### src/rtl/multi_bram_readout_if.sv
// BRAM-side bus of multi_bram_readout: shared read address, per-channel
// freeze strobes and the concatenated read data of all channel BRAMs.
// The readout engine is the master; the BRAM/camera side is the slave.
interface multi_bram_readout_if #(
  parameter int NUM_CH     = 2,
  parameter int BRAM_WIDTH = 48,
  parameter int BRAM_DEPTH = 12800
);
  localparam int IDX_W = (BRAM_DEPTH > 1) ? $clog2(BRAM_DEPTH) : 1;

  logic [NUM_CH*BRAM_WIDTH-1:0] data_in;
  logic [IDX_W-1:0]             req_index_out;
  logic [NUM_CH-1:0]            freeze_out;

  modport master (
    input  data_in,
    output req_index_out,
    output freeze_out
  );

  modport slave (
    output data_in,
    input  req_index_out,
    input  freeze_out
  );
endinterface

### src/rtl/multi_bram_readout.sv
// multi_bram_readout: dumps the selected frame BRAM channels over one 8N1
// UART line. Per channel: 0xA5, channel index, then every word LSB byte
// first; a single 0x5A closes the dump. Masked channels have their camera
// writes frozen until their last data byte has left the line.
// Optional build macro CHECKSUM_EN: appends an XOR byte of each channel's
// data bytes after that channel's final data byte.
module multi_bram_readout #(
  parameter int NUM_CH     = 2,
  parameter int BRAM_WIDTH = 48,
  parameter int BRAM_DEPTH = 12800,
  parameter int CLK_FREQ   = 74250000,
  parameter int BAUD_RATE  = 2970000
) (
  input  logic              clk_in,
  input  logic              rst_in_n,
  input  logic              send_data_in,
  input  logic [NUM_CH-1:0] ch_mask_in,
  output logic              busy_out,
  output logic              uart_txd,
  multi_bram_readout_if.master bram
);

  localparam int CLKS_PER_BAUD  = CLK_FREQ / BAUD_RATE;
  localparam int BAUD_W         = $clog2(CLKS_PER_BAUD);
  localparam int BYTES_PER_WORD = (BRAM_WIDTH + 7) / 8;
  localparam int WORD_W         = BYTES_PER_WORD * 8;
  localparam int IDX_W          = (BRAM_DEPTH > 1) ? $clog2(BRAM_DEPTH) : 1;
  localparam int CH_W           = (NUM_CH > 1) ? $clog2(NUM_CH) : 1;
  localparam int BI_W           = $clog2(BYTES_PER_WORD + 3);

  localparam logic [IDX_W-1:0]  LAST_IDX  = IDX_W'(BRAM_DEPTH - 1);
  localparam logic [BAUD_W-1:0] LAST_BAUD = BAUD_W'(CLKS_PER_BAUD - 1);
  localparam logic [7:0]        HDR_BYTE  = 8'hA5;
  localparam logic [7:0]        TERM_BYTE = 8'h5A;

  typedef enum logic [2:0] {
    ST_IDLE   = 3'd0,
    ST_HDR    = 3'd1,
    ST_FETCH  = 3'd2,
    ST_SEND   = 3'd3,
    ST_NEXTCH = 3'd4,
    ST_TERM   = 3'd5
`ifdef CHECKSUM_EN
    , ST_CHK  = 3'd6
`endif
  } state_t;

  // Lowest set bit of a channel mask; channels are dumped in ascending order.
  function automatic logic [CH_W-1:0] first_set(input logic [NUM_CH-1:0] m);
    logic [CH_W-1:0] r;
    r = {CH_W{1'b0}};
    for (int i = NUM_CH - 1; i >= 0; i--) begin
      if (m[i]) begin
        r = CH_W'(i);
      end
    end
    return r;
  endfunction

  state_t              state_q, state_d;
  logic                send_s1_q, send_s2_q;
  logic [NUM_CH-1:0]   mask_q, mask_d;
  logic [CH_W-1:0]     ch_q, ch_d;
  logic [IDX_W-1:0]    idx_q, idx_d;
  logic [NUM_CH-1:0]   freeze_q, freeze_d;
  logic                busy_q, busy_d;
  logic [1:0]          fetch_cnt_q, fetch_cnt_d;
  logic [BI_W-1:0]     byte_idx_q, byte_idx_d;
  logic [WORD_W-1:0]   word_q, word_d;
`ifdef CHECKSUM_EN
  logic [7:0]          acc_q, acc_d;
`endif

  // UART transmitter state: frame_q[0] drives the line directly.
  logic [9:0]          frame_q, frame_d;
  logic [3:0]          bit_cnt_q, bit_cnt_d;
  logic [BAUD_W-1:0]   baud_cnt_q, baud_cnt_d;
  logic                tx_active_q, tx_active_d;

  logic                tx_start_s;
  logic [7:0]          tx_byte_s;
  logic                tx_last_s;
  logic                tx_ready_s;
  logic                rise_s;
  logic [NUM_CH-1:0]   ch_onehot_s;
  logic [WORD_W-1:0]   word_wide_s;
  logic [7:0]          word_byte_s;

  // Last cycle of a stop bit; a new byte issued here follows back to back.
  assign tx_last_s   = tx_active_q && (bit_cnt_q == 4'd9) && (baud_cnt_q == LAST_BAUD);
  assign tx_ready_s  = !tx_active_q || tx_last_s;
  assign rise_s      = send_s1_q && !send_s2_q;
  assign ch_onehot_s = NUM_CH'(1) << ch_q;
  assign word_wide_s = WORD_W'(bram.data_in[ch_q*BRAM_WIDTH +: BRAM_WIDTH]);
  assign word_byte_s = word_q[{byte_idx_q, 3'b000} +: 8];

  assign busy_out           = busy_q;
  assign uart_txd           = frame_q[0];
  assign bram.req_index_out = idx_q;
  assign bram.freeze_out    = freeze_q;

  // Dump sequencer: next state, channel/index bookkeeping and byte issue.
  always_comb begin
    state_d     = state_q;
    mask_d      = mask_q;
    ch_d        = ch_q;
    idx_d       = idx_q;
    freeze_d    = freeze_q;
    busy_d      = busy_q;
    fetch_cnt_d = fetch_cnt_q;
    byte_idx_d  = byte_idx_q;
    word_d      = word_q;
    tx_start_s  = 1'b0;
    tx_byte_s   = 8'h00;
`ifdef CHECKSUM_EN
    acc_d       = acc_q;
`endif
    case (state_q)
      ST_IDLE: begin
        if (rise_s && (ch_mask_in != {NUM_CH{1'b0}})) begin
          mask_d     = ch_mask_in;
          ch_d       = first_set(ch_mask_in);
          freeze_d   = ch_mask_in;
          busy_d     = 1'b1;
          idx_d      = {IDX_W{1'b0}};
          byte_idx_d = {BI_W{1'b0}};
`ifdef CHECKSUM_EN
          acc_d      = 8'h00;
`endif
          state_d    = ST_HDR;
        end else begin
          state_d    = ST_IDLE;
        end
      end
      ST_HDR: begin
        if (byte_idx_q < BI_W'(2)) begin
          if (tx_ready_s) begin
            tx_start_s = 1'b1;
            tx_byte_s  = (byte_idx_q == {BI_W{1'b0}}) ? HDR_BYTE : 8'(ch_q);
            byte_idx_d = byte_idx_q + BI_W'(1);
          end else begin
            byte_idx_d = byte_idx_q;
          end
        end else if (tx_last_s) begin
          byte_idx_d  = {BI_W{1'b0}};
          fetch_cnt_d = 2'd0;
          state_d     = ST_FETCH;
        end else begin
          state_d     = ST_HDR;
        end
      end
      ST_FETCH: begin
        // Two cycles of BRAM latency; the word is valid on the third and its
        // first byte goes out immediately so the line idles only in FETCH.
        if (fetch_cnt_q == 2'd2) begin
          word_d      = word_wide_s;
          tx_start_s  = 1'b1;
          tx_byte_s   = word_wide_s[7:0];
`ifdef CHECKSUM_EN
          acc_d       = acc_q ^ word_wide_s[7:0];
`endif
          byte_idx_d  = BI_W'(1);
          fetch_cnt_d = 2'd0;
          state_d     = ST_SEND;
        end else begin
          fetch_cnt_d = fetch_cnt_q + 2'd1;
        end
      end
      ST_SEND: begin
        if (byte_idx_q < BI_W'(BYTES_PER_WORD)) begin
          if (tx_ready_s) begin
            tx_start_s = 1'b1;
            tx_byte_s  = word_byte_s;
`ifdef CHECKSUM_EN
            acc_d      = acc_q ^ word_byte_s;
`endif
            byte_idx_d = byte_idx_q + BI_W'(1);
          end else begin
            byte_idx_d = byte_idx_q;
          end
        end else if (tx_last_s) begin
          byte_idx_d = {BI_W{1'b0}};
          if (idx_q == LAST_IDX) begin
            idx_d      = {IDX_W{1'b0}};
`ifdef CHECKSUM_EN
            tx_start_s = 1'b1;
            tx_byte_s  = acc_q;
            state_d    = ST_CHK;
`else
            freeze_d   = freeze_q & ~ch_onehot_s;
            mask_d     = mask_q & ~ch_onehot_s;
            state_d    = ST_NEXTCH;
`endif
          end else begin
            idx_d       = idx_q + IDX_W'(1);
            fetch_cnt_d = 2'd0;
            state_d     = ST_FETCH;
          end
        end else begin
          state_d = ST_SEND;
        end
      end
`ifdef CHECKSUM_EN
      ST_CHK: begin
        if (tx_last_s) begin
          freeze_d = freeze_q & ~ch_onehot_s;
          mask_d   = mask_q & ~ch_onehot_s;
          state_d  = ST_NEXTCH;
        end else begin
          state_d  = ST_CHK;
        end
      end
`endif
      ST_NEXTCH: begin
        byte_idx_d = {BI_W{1'b0}};
        if (mask_q != {NUM_CH{1'b0}}) begin
          ch_d    = first_set(mask_q);
`ifdef CHECKSUM_EN
          acc_d   = 8'h00;
`endif
          state_d = ST_HDR;
        end else begin
          state_d = ST_TERM;
        end
      end
      ST_TERM: begin
        if (byte_idx_q == {BI_W{1'b0}}) begin
          if (tx_ready_s) begin
            tx_start_s = 1'b1;
            tx_byte_s  = TERM_BYTE;
            byte_idx_d = BI_W'(1);
          end else begin
            byte_idx_d = byte_idx_q;
          end
        end else if (tx_last_s) begin
          busy_d     = 1'b0;
          byte_idx_d = {BI_W{1'b0}};
          state_d    = ST_IDLE;
        end else begin
          state_d    = ST_TERM;
        end
      end
      default: begin
        state_d = ST_IDLE;
      end
    endcase
  end

  // UART shifter: start bit, 8 data bits LSB first, stop bit, CLKS_PER_BAUD each.
  always_comb begin
    frame_d     = frame_q;
    bit_cnt_d   = bit_cnt_q;
    baud_cnt_d  = baud_cnt_q;
    tx_active_d = tx_active_q;
    if (tx_start_s) begin
      frame_d     = {1'b1, tx_byte_s, 1'b0};
      bit_cnt_d   = 4'd0;
      baud_cnt_d  = {BAUD_W{1'b0}};
      tx_active_d = 1'b1;
    end else if (tx_active_q) begin
      if (baud_cnt_q == LAST_BAUD) begin
        baud_cnt_d = {BAUD_W{1'b0}};
        if (bit_cnt_q == 4'd9) begin
          tx_active_d = 1'b0;
          frame_d     = {10{1'b1}};
        end else begin
          bit_cnt_d = bit_cnt_q + 4'd1;
          frame_d   = {1'b1, frame_q[9:1]};
        end
      end else begin
        baud_cnt_d = baud_cnt_q + BAUD_W'(1);
      end
    end else begin
      frame_d = {10{1'b1}};
    end
  end

  // State and datapath registers; reset returns the line to idle-high at once.
  always_ff @(posedge clk_in or negedge rst_in_n) begin
    if (!rst_in_n) begin
      state_q     <= ST_IDLE;
      send_s1_q   <= 1'b1;
      send_s2_q   <= 1'b1;
      mask_q      <= {NUM_CH{1'b0}};
      ch_q        <= {CH_W{1'b0}};
      idx_q       <= {IDX_W{1'b0}};
      freeze_q    <= {NUM_CH{1'b0}};
      busy_q      <= 1'b0;
      fetch_cnt_q <= 2'd0;
      byte_idx_q  <= {BI_W{1'b0}};
      word_q      <= {WORD_W{1'b0}};
`ifdef CHECKSUM_EN
      acc_q       <= 8'h00;
`endif
      frame_q     <= {10{1'b1}};
      bit_cnt_q   <= 4'd0;
      baud_cnt_q  <= {BAUD_W{1'b0}};
      tx_active_q <= 1'b0;
    end else begin
      state_q     <= state_d;
      send_s1_q   <= send_data_in;
      send_s2_q   <= send_s1_q;
      mask_q      <= mask_d;
      ch_q        <= ch_d;
      idx_q       <= idx_d;
      freeze_q    <= freeze_d;
      busy_q      <= busy_d;
      fetch_cnt_q <= fetch_cnt_d;
      byte_idx_q  <= byte_idx_d;
      word_q      <= word_d;
`ifdef CHECKSUM_EN
      acc_q       <= acc_d;
`endif
      frame_q     <= frame_d;
      bit_cnt_q   <= bit_cnt_d;
      baud_cnt_q  <= baud_cnt_d;
      tx_active_q <= tx_active_d;
    end
  end

endmodule

### src/flat_wrapper.sv
// flat-port wrapper written by rule: the top's interface ports become plain ports
module multi_bram_readout_flat 
#(
  parameter int NUM_CH     = 2,
  parameter int BRAM_WIDTH = 48,
  parameter int BRAM_DEPTH = 12800,
  parameter int CLK_FREQ   = 74250000,
  parameter int BAUD_RATE  = 2970000
)
  (clk_in, rst_in_n, send_data_in, ch_mask_in, busy_out, uart_txd, bram_data_in, bram_req_index_out, bram_freeze_out);
  multi_bram_readout_if #(.NUM_CH(NUM_CH), .BRAM_WIDTH(BRAM_WIDTH), .BRAM_DEPTH(BRAM_DEPTH)) bram_i ();
  input  logic clk_in;
  input  logic rst_in_n;
  input  logic send_data_in;
  input  logic [NUM_CH-1:0] ch_mask_in;
  output logic busy_out;
  output logic uart_txd;
  input wire logic [$bits(bram_i.data_in)-1:0] bram_data_in;
  output wire logic [$bits(bram_i.req_index_out)-1:0] bram_req_index_out;
  output wire logic [$bits(bram_i.freeze_out)-1:0] bram_freeze_out;
  assign bram_i.data_in = bram_data_in;
  assign bram_req_index_out = bram_i.req_index_out;
  assign bram_freeze_out = bram_i.freeze_out;
  multi_bram_readout #(.NUM_CH(NUM_CH), .BRAM_WIDTH(BRAM_WIDTH), .BRAM_DEPTH(BRAM_DEPTH), .CLK_FREQ(CLK_FREQ), .BAUD_RATE(BAUD_RATE)) u_core (.clk_in(clk_in), .rst_in_n(rst_in_n), .send_data_in(send_data_in), .ch_mask_in(ch_mask_in), .busy_out(busy_out), .uart_txd(uart_txd), .bram(bram_i));
endmodule
### config.mk
export PLATFORM = sky130hd
export DESIGN_NAME = multi_bram_readout_flat
export DESIGN_NICKNAME = d
export VERILOG_FILES = /design/src/rtl/multi_bram_readout_if.sv /design/src/rtl/multi_bram_readout.sv /design/src/flat_wrapper.sv
export SDC_FILE = /design/constraint.sdc
export NUM_CORES = 1
export LEC_CHECK = 0
export ABC_AREA = 0
export BUFFER_PORTS_ARGS = -buffer_cell sky130_fd_sc_hd__buf_2
export CAP_MARGIN = 25
export CORE_ASPECT_RATIO = 0.5
export CORE_MARGIN = 1.5
export CORE_UTILIZATION = 35
export DETAILED_ROUTE_END_ITERATION = 16
export PLACE_DENSITY = 0.55
export SETUP_SLACK_MARGIN = 0.2
export SLEW_MARGIN = 20
export SYNTH_ARGS = -nofsm -noshare
export SYNTH_HDL_FRONTEND = slang
export SYNTH_SLANG_ARGS = --single-unit
### constraint.sdc
create_clock -name clk_in -period 2.4 [get_ports clk_in]
set_input_delay 0.36 -clock clk_in [delete_from_list [all_inputs] [get_ports clk_in]]
set_output_delay 0.36 -clock clk_in [all_outputs]
set_load 0.01 [all_outputs]
Word-level counts from Yosys, hierarchy flattened
Index checks and enable logic that the tools add are counted.
{"block": "classes", "multipliers": 1, "muxes": 82, "order_cmp": 2, "n_eq_ne": 23, "n_shift": 3, "n_bitwise": 3, "n_addsub": 5, "reduce_logical": 27, "div_mod_pow": 0}
{"cell": "$shiftx A96 B8 Y48", "count": 1}
{"cell": "$mux W14", "count": 4}
{"cell": "$mux W8", "count": 7}
{"cell": "$mux W4", "count": 12}
{"cell": "$shiftx A48 B8 Y8", "count": 1}
{"cell": "$pmux W8 S4", "count": 1}
{"cell": "$mux W10", "count": 3}
{"cell": "$mux W2", "count": 14}
{"cell": "$pmux W14 S2", "count": 1}
{"cell": "$mux W3", "count": 8}
{"cell": "$pmux W4 S6", "count": 1}
{"cell": "$mux W1", "count": 19}
{"cell": "$pmux W3 S6", "count": 1}
{"cell": "$ne A2 B1 Y1 const B", "count": 8}
{"cell": "$reduce_and A4 Y1", "count": 4}
{"cell": "$mux W5", "count": 3}
{"cell": "$add A14 B1 Y14 const B", "count": 1}
{"cell": "$eq A14 B14 Y1 const B", "count": 1}
{"cell": "$reduce_bool A2 Y1", "count": 7}
{"cell": "$mux W9", "count": 1}
{"cell": "$add A4 B1 Y4 const B", "count": 2}
{"cell": "$ne A2 B2 Y1 const B", "count": 4}
{"cell": "$pmux W2 S2", "count": 2}
{"cell": "$mux W7", "count": 1}
{"cell": "30 further kinds", "count": 39}
{"block": "word_totals", "rom_bits": 0, "regBits": 99, "input_bits": 101, "latchBits": 0, "word_cells": 161, "ram_bits": 0, "mem_count": 0, "output_inout_bits": 18}

Depth between registers and ports, before layout
Gate-level depths: netlist (run 1).
{"block": "depth", "word_depth": 9, "ltp_mapped": 9}

Worst setup path before layout (run 1)
Ideal clock, no wire load.
{"block": "synth_timing", "path_kind": "register -> register", "start": "register u_core.byte_idx_q[0]", "end": "register u_core.byte_idx_q[2]", "synth_period_minus_slack_ns": 2.480, "setup_slack_ns": -0.080, "t_required_ns": 2.279, "stages_incl_launch_ff": 10, "arrival_time_ns": 2.359, "cell_sequence": "dfrtp_1 buf_2 clkbuf_1 inv_1 ha_1 or3b_2 a2111oi_0 a211oi_1 o221ai_1 a22o_1"}
{"block": "synth_via", "elab_chain_cells": 4, "elab_cells_between_ends": 11}
{"element": "start, declared", "line_no": "multi_bram_readout.sv:68", "source": "logic [BI_W-1:0] byte_idx_q, byte_idx_d;"}
{"element": "start signal, assigned", "line_no": "multi_bram_readout.sv:290", "source": "byte_idx_q <= {BI_W{1'b0}};"}
{"element": "start signal, assigned", "line_no": "multi_bram_readout.sv:309", "source": "byte_idx_q <= byte_idx_d;"}
{"element": "$add A4 B1 Y4", "line_no": "multi_bram_readout.sv:140, multi_bram_readout.sv:177"}
{"element": "$mux W4", "line_no": "multi_bram_readout.sv:137, multi_bram_readout.sv:171"}
{"element": "$mux W4, on equally long branches", "line_no": "multi_bram_readout.sv:170, multi_bram_readout.sv:136"}
{"element": "$pmux W4 S6", "line_no": "multi_bram_readout.sv:118", "source": "case (state_q)"}
Parallel ways exist; a longest one is shown, timed or not.
A chain may end at the register's enable or synchronous reset.

Worst setup path in the final report (run 1)
{"block": "layout_timing", "start": "register u_core.baud_cnt_q[0]", "end": "register u_core.frame_q[6]"}
{"block": "layout_via", "elab_chain_cells": 7, "elab_cells_between_ends": 15}
{"element": "start, declared", "line_no": "multi_bram_readout.sv:77", "source": "logic [BAUD_W-1:0] baud_cnt_q, baud_cnt_d;"}
{"element": "start signal, assigned", "line_no": "multi_bram_readout.sv:297", "source": "baud_cnt_q <= {BAUD_W{1'b0}};"}
{"element": "start signal, assigned", "line_no": "multi_bram_readout.sv:316", "source": "baud_cnt_q <= baud_cnt_d;"}
{"element": "$eq A5 B5 Y1 *", "line_no": "multi_bram_readout.sv:90, multi_bram_readout.sv:261"}
{"element": "$logic_and A1 B1 Y1", "line_no": "multi_bram_readout.sv:90", "source": "assign tx_last_s = tx_active_q && (bit_cnt_q == 4'd9) && (baud_cnt_q == LAST_BAUD);"}
{"element": "$logic_or A1 B1 Y1", "line_no": "multi_bram_readout.sv:91", "source": "assign tx_ready_s = !tx_active_q || tx_last_s;"}
{"element": "$mux W1, or another cell as far along", "line_no": "multi_bram_readout.sv:137, multi_bram_readout.sv:171, multi_bram_readout.sv:228"}
{"element": "$mux W1, or another cell as far along", "line_no": "multi_bram_readout.sv:227", "source": "if (byte_idx_q == {BI_W{1'b0}}) begin"}
{"element": "$pmux W1 S4 / $pmux W8 S4 (equally long branches)", "line_no": "multi_bram_readout.sv:118"}
{"element": "$ne A3 B3 Y1 (no source line) / $mux W10 (equally long branches)"}
{"element": "end signal, assigned", "line_no": "multi_bram_readout.sv:295", "source": "frame_q <= {10{1'b1}};"}
{"element": "end signal, assigned", "line_no": "multi_bram_readout.sv:314", "source": "frame_q <= frame_d;"}
{"element": "end, declared", "line_no": "multi_bram_readout.sv:75", "source": "logic [9:0] frame_q, frame_d;"}
Mark *: on every way between the ends. The rest lies on a longest branch, timed or not.

==> flow_summary.yaml, run 1 <==
floorplan:
  initial_utilization_pct: 36.0
  io_pins: 119
  rows: 32
  die_y_um: 92.3
  die_w_um: 182
  coreArea_um2: 15500
  die_area_um2: 16800
timing:
  fin_skew_ns: 0.0125
  setup_viol: 0
  worst_slew_pin_slew_ns: 0.598
  finalCriticalPeriod_ns: 2.11
  finalHoldViolCount: 0
  slew_viol_final: 0
  fin_tns_setup_ns: 0
  rsz0062_at_grt: "true"
  slew_headroom_pct: 59.1
  layout_worst_path_cycle_share_pct: 87.9
  max_freq_mhz: 474
yosys:
  synth-seq-cells: 98
  syn_area_um2: 5580
  synth_top_family_by_area: "compound AO/OA/AOI/OAI gates"
  seq_area_frac_synth_pct: 44.2
  synth_xor_area_share_pct: 0.942
  synthArstFlopShare_pct: 100
  synthAdderAreaFrac_pct: 1.57
  muxShareOfSynthArea_pct: 13.6
  syn_nets: 685
  ys_warn_count: 0
  synth_edf_count: 0
  synth_compound_area_share_pct: 19.0
  synth_cell_types: 69
  avgSynthCellArea_um2: 9.67
  syn_inst: 577
  synth_simple_gate_area_share_pct: 16.5
  synth_ff_type: "dfrtp_1"
clocking:
  path_clk_slew_ns: 0.07
  cts_buffers: 9
  clkLatencyLatePin_ns: 0.35
  cts_tree: "done"
  hold_buffers: 0
  htreeDepth: 3
  root_buffer: "clkbuf_16"
  cts_buffer_depth: 2
  cts_sinks: 98
power_and_ir_drop:
  sequentialPowerShare_pct: 49.9
  leakage_nw: 3.61
  switching_share_pct: 22.8
  powerDensity_nw_per_um2: 482
  p_sw_mw: 0.761
  intPower_mw: 2.58
  clockPowerShare_pct: 45.4
  power_frac_comb_pct: 4.7
  ir_drop_v: 0.000328
placed_design:
  place_hpwl_um: 10400
  portBuffers: 118
  gp_congestion: 0.881
setup_path:
  cp-end-kind: "flip-flop"
  max_stage_delay_ns: 0.42
  crit_fanout: 7
  start_kind: "flip-flop"
  arrival_ns: 2.38
  required_ns: 2.67
  crit_slowest_cell: "nor2_1"
  crit_chain: "inv_1 -> ha_1 -> nand4b_1 -> buf_4 -> nand2_1 -> nor2_1 -> a21oi_1 -> a22oi_1"
  worst-setup-path-type: "reg -> reg"
min_path:
  min-delay-path-class: "in -> async"
drt:
  viasPerCell: 5.22
  drc: 0
  drtIter0Drc: 234
  avgRoutedWirePerCell_um: 15.3
  routed_wl_um: 14000
  num_vias: 4777
  drt_pass1_iterations: 4
  ant_nets: 0
finish:
  final_nets: 814
  drive_above_1_share_pct: 30.0
  syn2layout_area_growth_pct: 24.2
  fin_util_pct: 44.7
  diodes: 0
  n_fill_cell: 1523
global_route:
  grt_max_degree: 99
  grt_pass1_vias: 4574
  grt_use_total_pct: 17.4
  grt_overflow: 0
  grt_pass1_wl_um: 23200
  antenna_found_initial: 0
flow_run:
  drv_cap: 0
run_status:
  status: "finished, final reports clean"
## timing repair
item / 4_1_cts / 5_1_grt
buffers inserted: 1 / 3
resized for setup: 2 / 8
hold endpoints to repair: 0 / 0
pin swaps: 0 / 2
endpoints found under the setup margin: 3 / 14
## per-stage QoR
step	hold slack [ns]	power, mW	cells	setup WS, ns	instance area [um2]
2_1_floorplan	0.0644	1.73	577	0.203	5600
3_3_place_gp	0.355	1.86	895	0.191	6540
3_5_place_dp	0.357	1.86	895	0.138	6540
4_1_cts	0.0905	3.38	912	0.215	6870
5_1_grt	0.105	3.46	915	0.172	6930
6_report	0.0627	3.34	915	0.290	6930
## power groups by stage
stage	clock network [mW]	logic [mW]	registers, mW
after detailed placement	0	0.164	1.70
after global routing	1.62	0.180	1.66
final	1.52	0.157	1.66
after CTS	1.55	0.164	1.66
after global placement	0	0.162	1.69
after floorplan	0	0.0334	1.69
## kinds of logic (layout without fill, tap and decap cells)
kind of cell	count (synthesis)	after routing
mux	66	66
simple gates	182	182
buf+inv	54	188
compound gates	164	164
fa+ha+maj	7	7
flops	98	98
xor+xnor	6	6
## sequential cells by signal (all words and copies together) (netlist names)
signal,count
u_core.send_s2_q,1
u_core.word_q,48
u_core.baud_cnt_q,5
u_core.send_s1_q,1
u_core.tx_active_q,1
u_core.byte_idx_q,4
u_core.ch_q,1
u_core.busy_out,1
u_core.frame_q,9
u_core.fetch_cnt_q,2
u_core.mask_q,2
u_core.bit_cnt_q,4
u_core.bram.freeze_out,2
u_core.bram.req_index_out,14
u_core.state_q,3
## critical path, delay by kind of cell (launching register included)
| family | cells | cell delay [ns] |
|---|---|---|
| buffers and inverters | 2 | 0.25 |
| flip-flops | 1 | 0.41 |
| AO/OA/AOI/OAI | 2 | 0.35 |
| adder cells (fa/ha/maj) | 1 | 0.20 |
| AND/OR/NAND/NOR | 3 | 0.83 |
## layout by cell type (no fill, tap or decap), types with 4 or more instances in the layout
cell type and n:
a211oi_1 4, nand2b_1 5, nor3_1 8, dfstp_2 11, o21ai_0 59, mux2i_1 58
nand2_1 67, o221ai_1 5, nor2_1 35, or3_1 4, nand3_1 19, buf_2 117
o31ai_1 8, xor2_1 4, clkbuf_16 9, buf_4 33, nor2b_1 5, dfrtp_1 86
mux4_2 8, a21o_1 9, a31oi_1 5, o2111ai_1 4, ha_1 7, inv_1 20
nor3b_1 4, o22ai_1 13, a21oi_1 23
## final timing paths
path	start	to	cells after the start	slack, ns
hold / removal	rst_in_n	u_core.word_q[20]	2	0.06
max in group asynchronous	rst_in_n	u_core.frame_q[3]	2	1.93
hold reg to reg	u_core.send_s1_q	u_core.send_s2_q	0	0.36
setup / recovery	u_core.baud_cnt_q[0]	u_core.frame_q[6]	8	0.29
setup reg to reg	u_core.baud_cnt_q[0]	u_core.frame_q[6]	8	0.29
min in group clk_in	send_data_in	u_core.send_s1_q	1	0.11
## area by class of cell
| class | count | area, um2 | area share (%) |
|---|---|---|---|
| Multi-Input combinational cell | 425 | 2950 | 42.5 |
| Sequential cell | 98 | 2470 | 35.6 |
| Timing Repair Buffer | 152 | 873 | 12.6 |
| Tap cell | 204 | 255 | 3.68 |
| Clock buffer | 10 | 229 | 3.31 |
| Clock inverter | 6 | 81.3 | 1.17 |
| Inverter | 20 | 75.1 | 1.08 |
## layer usage
metal  wire length, um  track usage (%)
met4               194             4.51
met5                 0                0
met1              7280             25.1
met2              6060             26.7
met3               473             3.38
## synth_stat cells, drive strengths merged (2+ instances only)
cell type	count	area, um2
o21ai	62	318
xor2	4	35.0
o22ai	13	81.3
or3	4	25.0
nand2	68	255
or3b	2	17.5
inv	20	75.1
dfstp	11	289
a211oi	6	45.0
a32o	2	20.0
a31oi	5	31.3
nand4	3	18.8
and2	5	35.0
or2	3	18.8
nand4b	2	17.5
nand3	19	95.1
xnor2	2	17.5
a21oi	25	125
nand2b	6	37.5
ha	7	87.6
o2111ai	4	35.0
o221ai	5	43.8
nand3b	3	26.3
o31ai	8	60.1
a22oi	3	22.5
buf	12	75.1
and3b	3	26.3
nor3	9	50.1
nor2b	5	31.3
o311ai	2	17.5
clkbuf	22	82.6
o211ai	2	15.0
nor3b	4	30.0
mux2i	58	581
mux4	8	180
nor4	4	40.0
or4	3	23.8
nor2	35	131
a21o	9	67.6
o21a	2	15.0
dfrtp	87	2180
a2111oi	2	17.5
Note: power is estimated with default switching activity, not from simulation.
==> run 2: changes to the inputs <==
CORE_MARGIN = 1   (was 1.5)
REMOVE_ABC_BUFFERS = 1   (was default)
==> run 2 against run 1 <==
Maximum frequency decreased by 0.54%. Setup slack got worse by 0.011 ns. Cell count increased by 0.33%. Sequential cell count unchanged. Via count increased by 1.1%. Die area decreased by 1.6%. Largest cell class unchanged. Largest power group unchanged.
==> flow_summary.yaml, run 2 (synthesis results as in run 1) <==
timing:
  slew_headroom_pct: 54.7
  fin_skew_ns: 0.00986
  fin_tns_setup_ns: 0
  max_freq_mhz: 471
  finalHoldViolCount: 0
  layout_worst_path_cycle_share_pct: 88.4
  setup_ws_ns: 0.279
  worst_slew_pin_slew_ns: 0.679
  slew_viol_final: 0
  rsz0062_at_grt: "true"
  setup_viol: 0
  finalCriticalPeriod_ns: 2.12
setup_path:
  reg2reg_setup_slack_ns: 0.28
  start_kind: "flip-flop"
  cp-end-kind: "flip-flop"
  required_ns: 2.68
  crit_fanout: 6
  arrival_ns: 2.40
  worst-setup-path-type: "reg -> reg"
min_path:
  min-delay-path-class: "in -> reg"
finish:
  layout_common_cells: "117 x buf_2, 86 x dfrtp_1, 68 x nand2_1, 60 x o21ai_0, 58 x mux2i_1"
  largest_reg_flops: 48
  syn2layout_area_growth_pct: 24.1
  regArea_um2: 2470
  fin_util_pct: 44.7
  final_nets: 817
  mostFrequentLayoutCell: "buf_2"
  regMostFlops: "u_core.word_q"
  drive_above_1_share_pct: 30.1
  multi_input_area_um2: 2930
  n_fill_cell: 1516
  diodes: 0
drt:
  routed_wl_um: 13700
  dr_wl_met3_um: 499
  drc: 0
  viasPerCell: 5.26
  num_vias: 4831
  ant_nets: 0
  avgRoutedWirePerCell_um: 14.9
  drtIter0Drc: 284
  drt_pass1_iterations: 4
  top_layer_used: "met4"
  dr_wl_met2_um: 5940
  met1_length_um: 7070
global_route:
  grt_pass1_vias: 4504
  grt_pass1_wl_um: 22800
  antenna_found_initial: 0
  grt_use_total_pct: 17.5
  grt_overflow: 0
  grt_max_degree: 69
run_status:
  status: "finished, final reports clean"
floorplan:
  die_w_um: 181
  io_pins: 119
  die_area_um2: 16500
  rows: 32
  die_y_um: 91.3
  initial_utilization_pct: 36.0
  coreArea_um2: 15500
power_and_ir_drop:
  clockPowerShare_pct: 44.2
  ir_drop_v: 0.000336
  power_frac_comb_pct: 4.8
  sequentialPowerShare_pct: 51.1
  p_sw_mw: 0.760
  powerDensity_nw_per_um2: 470
  switching_share_pct: 23.3
  leakage_nw: 3.62
  intPower_mw: 2.50
clocking:
  cts_buffers: 9
  cts_sinks: 98
  htreeDepth: 3
  clkLatencyLatePin_ns: 0.35
  cts_buffer_depth: 2
  path_clk_slew_ns: 0.07
  root_buffer: "clkbuf_16"
  cts_tree: "done"
placed_design:
  portBuffers: 118
  place_hpwl_um: 9830
  post-place-ws_ns: 0.125
  gp_congestion: 0.861
flow_run:
  drv_cap: 0
-- run 2: worst paths after layout --
check,depth (start not counted),to,startpoint
worst max register to register,7,u_core.bram.req_index_out[9],u_core.bit_cnt_q[1]
worst min-delay path,1,u_core.send_s1_q,send_data_in
min in group asynchronous,2,u_core.word_q[26],rst_in_n
max in group asynchronous,3,u_core.send_s1_q,rst_in_n
worst min register to register,0,u_core.send_s2_q,u_core.send_s1_q
worst max-delay path,7,u_core.bram.req_index_out[9],u_core.bit_cnt_q[1]
-- run 2: critical path, cell delays in order (launching register included) --
cell      delay, ns
dfrtp_1        0.41
inv_1          0.07
ha_2           0.18
nand4b_1       0.23
nor3_4         0.28
o21ai_4        0.11
or4_2          0.63
a21oi_2        0.16
-- run 2: area by class of cell --
class | instances | share of cell area, %
multi-input cells | 425 | 42.4
flip-flops and latches | 98 | 35.6
repair buffers | 155 | 13.0
well taps | 204 | 3.69
clock buffers | 10 | 3.45
inverters | 20 | 1.08
clock inverters | 6 | 0.795
-- run 2: layer usage --
layer  up-vias  global-route usage (%)
li1       2392                       -
met1      2325                    25.3
met2        97                    25.6
met3        17                    4.05
met4         0                    5.63
met5         -                       0
-- run 2: what timing repair did --
action / 4_1_cts / 5_1_grt
setup endpoints to repair: 5 / 22
gates resized for setup: 3 / 7
pin swaps: 0 / 4
endpoints found under the hold margin: 30 / 0
setup buffers: 0 / 7
hold buffers: 1 / 0
-- run 2: power groups by stage --
stage	combinational [mW]	sequential (mW)	clock, mW
after CTS	0.162	1.66	1.48
final	0.155	1.66	1.44
after floorplan	0.0334	1.69	0
after detailed placement	0.160	1.70	0
after global routing	0.179	1.66	1.56
after global placement	0.157	1.69	0
-- run 2: metrics by stage --
stage          hold WS [ns]  instances  cell area, um2  total power, mW
2_1_floorplan        0.0644        543            5420             1.73
3_3_place_gp          0.325        894            6520             1.85
3_5_place_dp          0.321        894            6520             1.86
4_1_cts              0.0976        911            6840             3.31
5_1_grt              0.0957        918            6920             3.40
6_report              0.105        918            6920             3.26
==> run 3: changes to the inputs <==
clock period = 1.9 ns   (was 2.4 ns; I/O delays follow)
==> run 3 against run 2 <==
The flow now finishes with violations (setup timing). Cell count rose by 8.5%. Highest routed layer unchanged. Maximum frequency rose by 8.3%. Core utilization grew 8.4 points. Sequential power rose by 27%. Worst hold slack lost 0.074 ns. Combinational power increased by 34%. Clock power grew 26%. First-iteration DRC count rose by 3.9%.
==> flow_summary.yaml, run 3 (synthesis results as in run 1) <==
floorplan:
  rows: 32
  initial_utilization_pct: 36.0
  io_pins: 119
  die_w_um: 181
  die_y_um: 91.3
  die_area_um2: 16500
  coreArea_um2: 15500
clocking:
  root_buffer: "clkbuf_16"
  cts_sinks: 98
  cts_buffer_depth: 2
  path_clk_slew_ns: 0.07
  cts_buffers: 9
  clkLatencyLatePin_ns: 0.35
  htreeDepth: 3
  cts_tree: "done"
setup_path:
  required_ns: 2.18
  start_kind: "flip-flop"
  crit_fanout: 4
  cp-end-kind: "flip-flop"
  arrival_ns: 2.24
  worst-setup-path-type: "reg -> reg"
timing:
  layout_worst_path_cycle_share_pct: 103
  slew_headroom_pct: 69.1
  rsz0062_at_grt: "true"
  finalCriticalPeriod_ns: 1.96
  slew_viol_final: 0
  fin_tns_setup_ns: -0.339
  setup_viol: 11
  finalHoldViolCount: 0
  worst_slew_pin_slew_ns: 0.464
  holdWs_ns: 0.0307
  setup_ws_ns: -0.0585
  fin_skew_ns: 0.00809
  max_freq_mhz: 511
finish:
  stdcell_count: 996
  n_fill_cell: 1393
  mostFrequentLayoutCell: "buf_2"
  layout_common_cells: "117 x buf_2, 85 x dfrtp_1, 84 x buf_4, 65 x nand2_1, 58 x mux2i_1"
  syn2layout_area_growth_pct: 47.4
  fin_util_pct: 53.1
  largest_reg_flops: 48
  multi_input_area_um2: 3480
  regArea_um2: 2470
  regMostFlops: "u_core.word_q"
  final_nets: 895
  drive_above_1_share_pct: 47.1
  fin_area_um2: 8220
  diodes: 0
drt:
  drt_pass1_iterations: 4
  viasPerCell: 5.18
  num_vias: 5163
  drtIter0Drc: 295
  drc: 0
  routed_wl_um: 15300
  ant_nets: 0
  avgRoutedWirePerCell_um: 15.4
run_status:
  violations: "setup timing"
  status: "finished, violations left"
global_route:
  grt_use_total_pct: 19.5
  grt_max_degree: 61
  grt_pass1_vias: 5039
  grt_pass1_wl_um: 25600
  grt_overflow: 0
  antenna_found_initial: 0
placed_design:
  dp_cells: 960
  placed_area_um2: 7050
  gp_congestion: 0.919
  place_hpwl_um: 10900
  portBuffers: 118
power_and_ir_drop:
  ir_drop_v: 0.000355
  powerDensity_nw_per_um2: 502
  leakage_nw: 4.14
min_path:
  min-delay-path-class: "in -> reg"
flow_run:
  drv_cap: 0
[run 3: cell types whose count changed in the layout (fill, tap and decap cells not counted), moves of 5 or more]
cell / delta
o21ai_2: +9
nor2_1: -16
buf_4: +49
o21ai_0: -13
o221ai_2: +5
buf_6: +20
buf_12: +6
nor2_2: +6
nand3_1: -5
o221ai_1: -5
nor2_4: +10
o31ai_1: -5
[run 3: what timing repair did]
item	CTS	global route
gates resized for setup	106	61
hold buffers	1	0
gates cloned	1	0
pin swaps	53	29
endpoints found under the hold margin	27	0
setup buffers	17	1
endpoints found under the setup margin	61	47
[run 3: where the power goes]
part	internal, mW	switching [mW]
Combinational	0.114	0.0938
Clock	0.955	0.861
Sequential	2.10	0.00498
Total	3.17	0.960
[run 3: worst max-delay path: stages, from the launching register on]
cell	delay, ns
dfrtp_1	0.38
inv_2	0.08
ha_4	0.13
buf_6	0.08
nand4b_1	0.17
nor3_4	0.19
o21ai_2	0.10
buf_6	0.14
or4_4	0.48
a21oi_2	0.14
[run 3: layer usage]
layer / wire length, um / track usage, % / share of wire (%)
met1: 7520 / 27.4 / 49
met2: 7110 / 30.8 / 47
met3: 522 / 3.89 / 3.4
met4: 139 / 4.49 / 0.91
met5: 0 / 0 / 0
[run 3: worst paths after layout]
check / startpoint / end / slack [ns] / depth (start not counted)
worst max register to register: u_core.bit_cnt_q[1] / u_core.bram.req_index_out[11] / -0.06 / 9
worst min register to register: u_core.send_s1_q / u_core.send_s2_q / 0.36 / 0
max in group asynchronous: rst_in_n / u_core.frame_q[7] / 0.83 / 3
worst min-delay path: send_data_in / u_core.send_s1_q / 0.03 / 1
worst max-delay path: u_core.bit_cnt_q[1] / u_core.bram.req_index_out[11] / -0.06 / 9
min in group asynchronous: rst_in_n / u_core.word_q[37] / 0.43 / 2
[run 3: final cells by class]
type                       count  area share [%]
clock inverter                 6           0.700
multi-input combinational    426            42.4
tap                          204            3.10
timing repair buffer         232            20.0
inverter                      20           0.913
sequential                    98            30.0
clock buffer                  10            2.91
[run 3: through the flow]
step | worst slack [ns] | power [mW]
3_5_place_dp | -0.200 | 2.35
2_1_floorplan | -1.68 | 2.18
3_3_place_gp | -0.150 | 2.35
4_1_cts | -0.0492 | 4.19
6_report | -0.0585 | 4.13
5_1_grt | -0.173 | 4.30
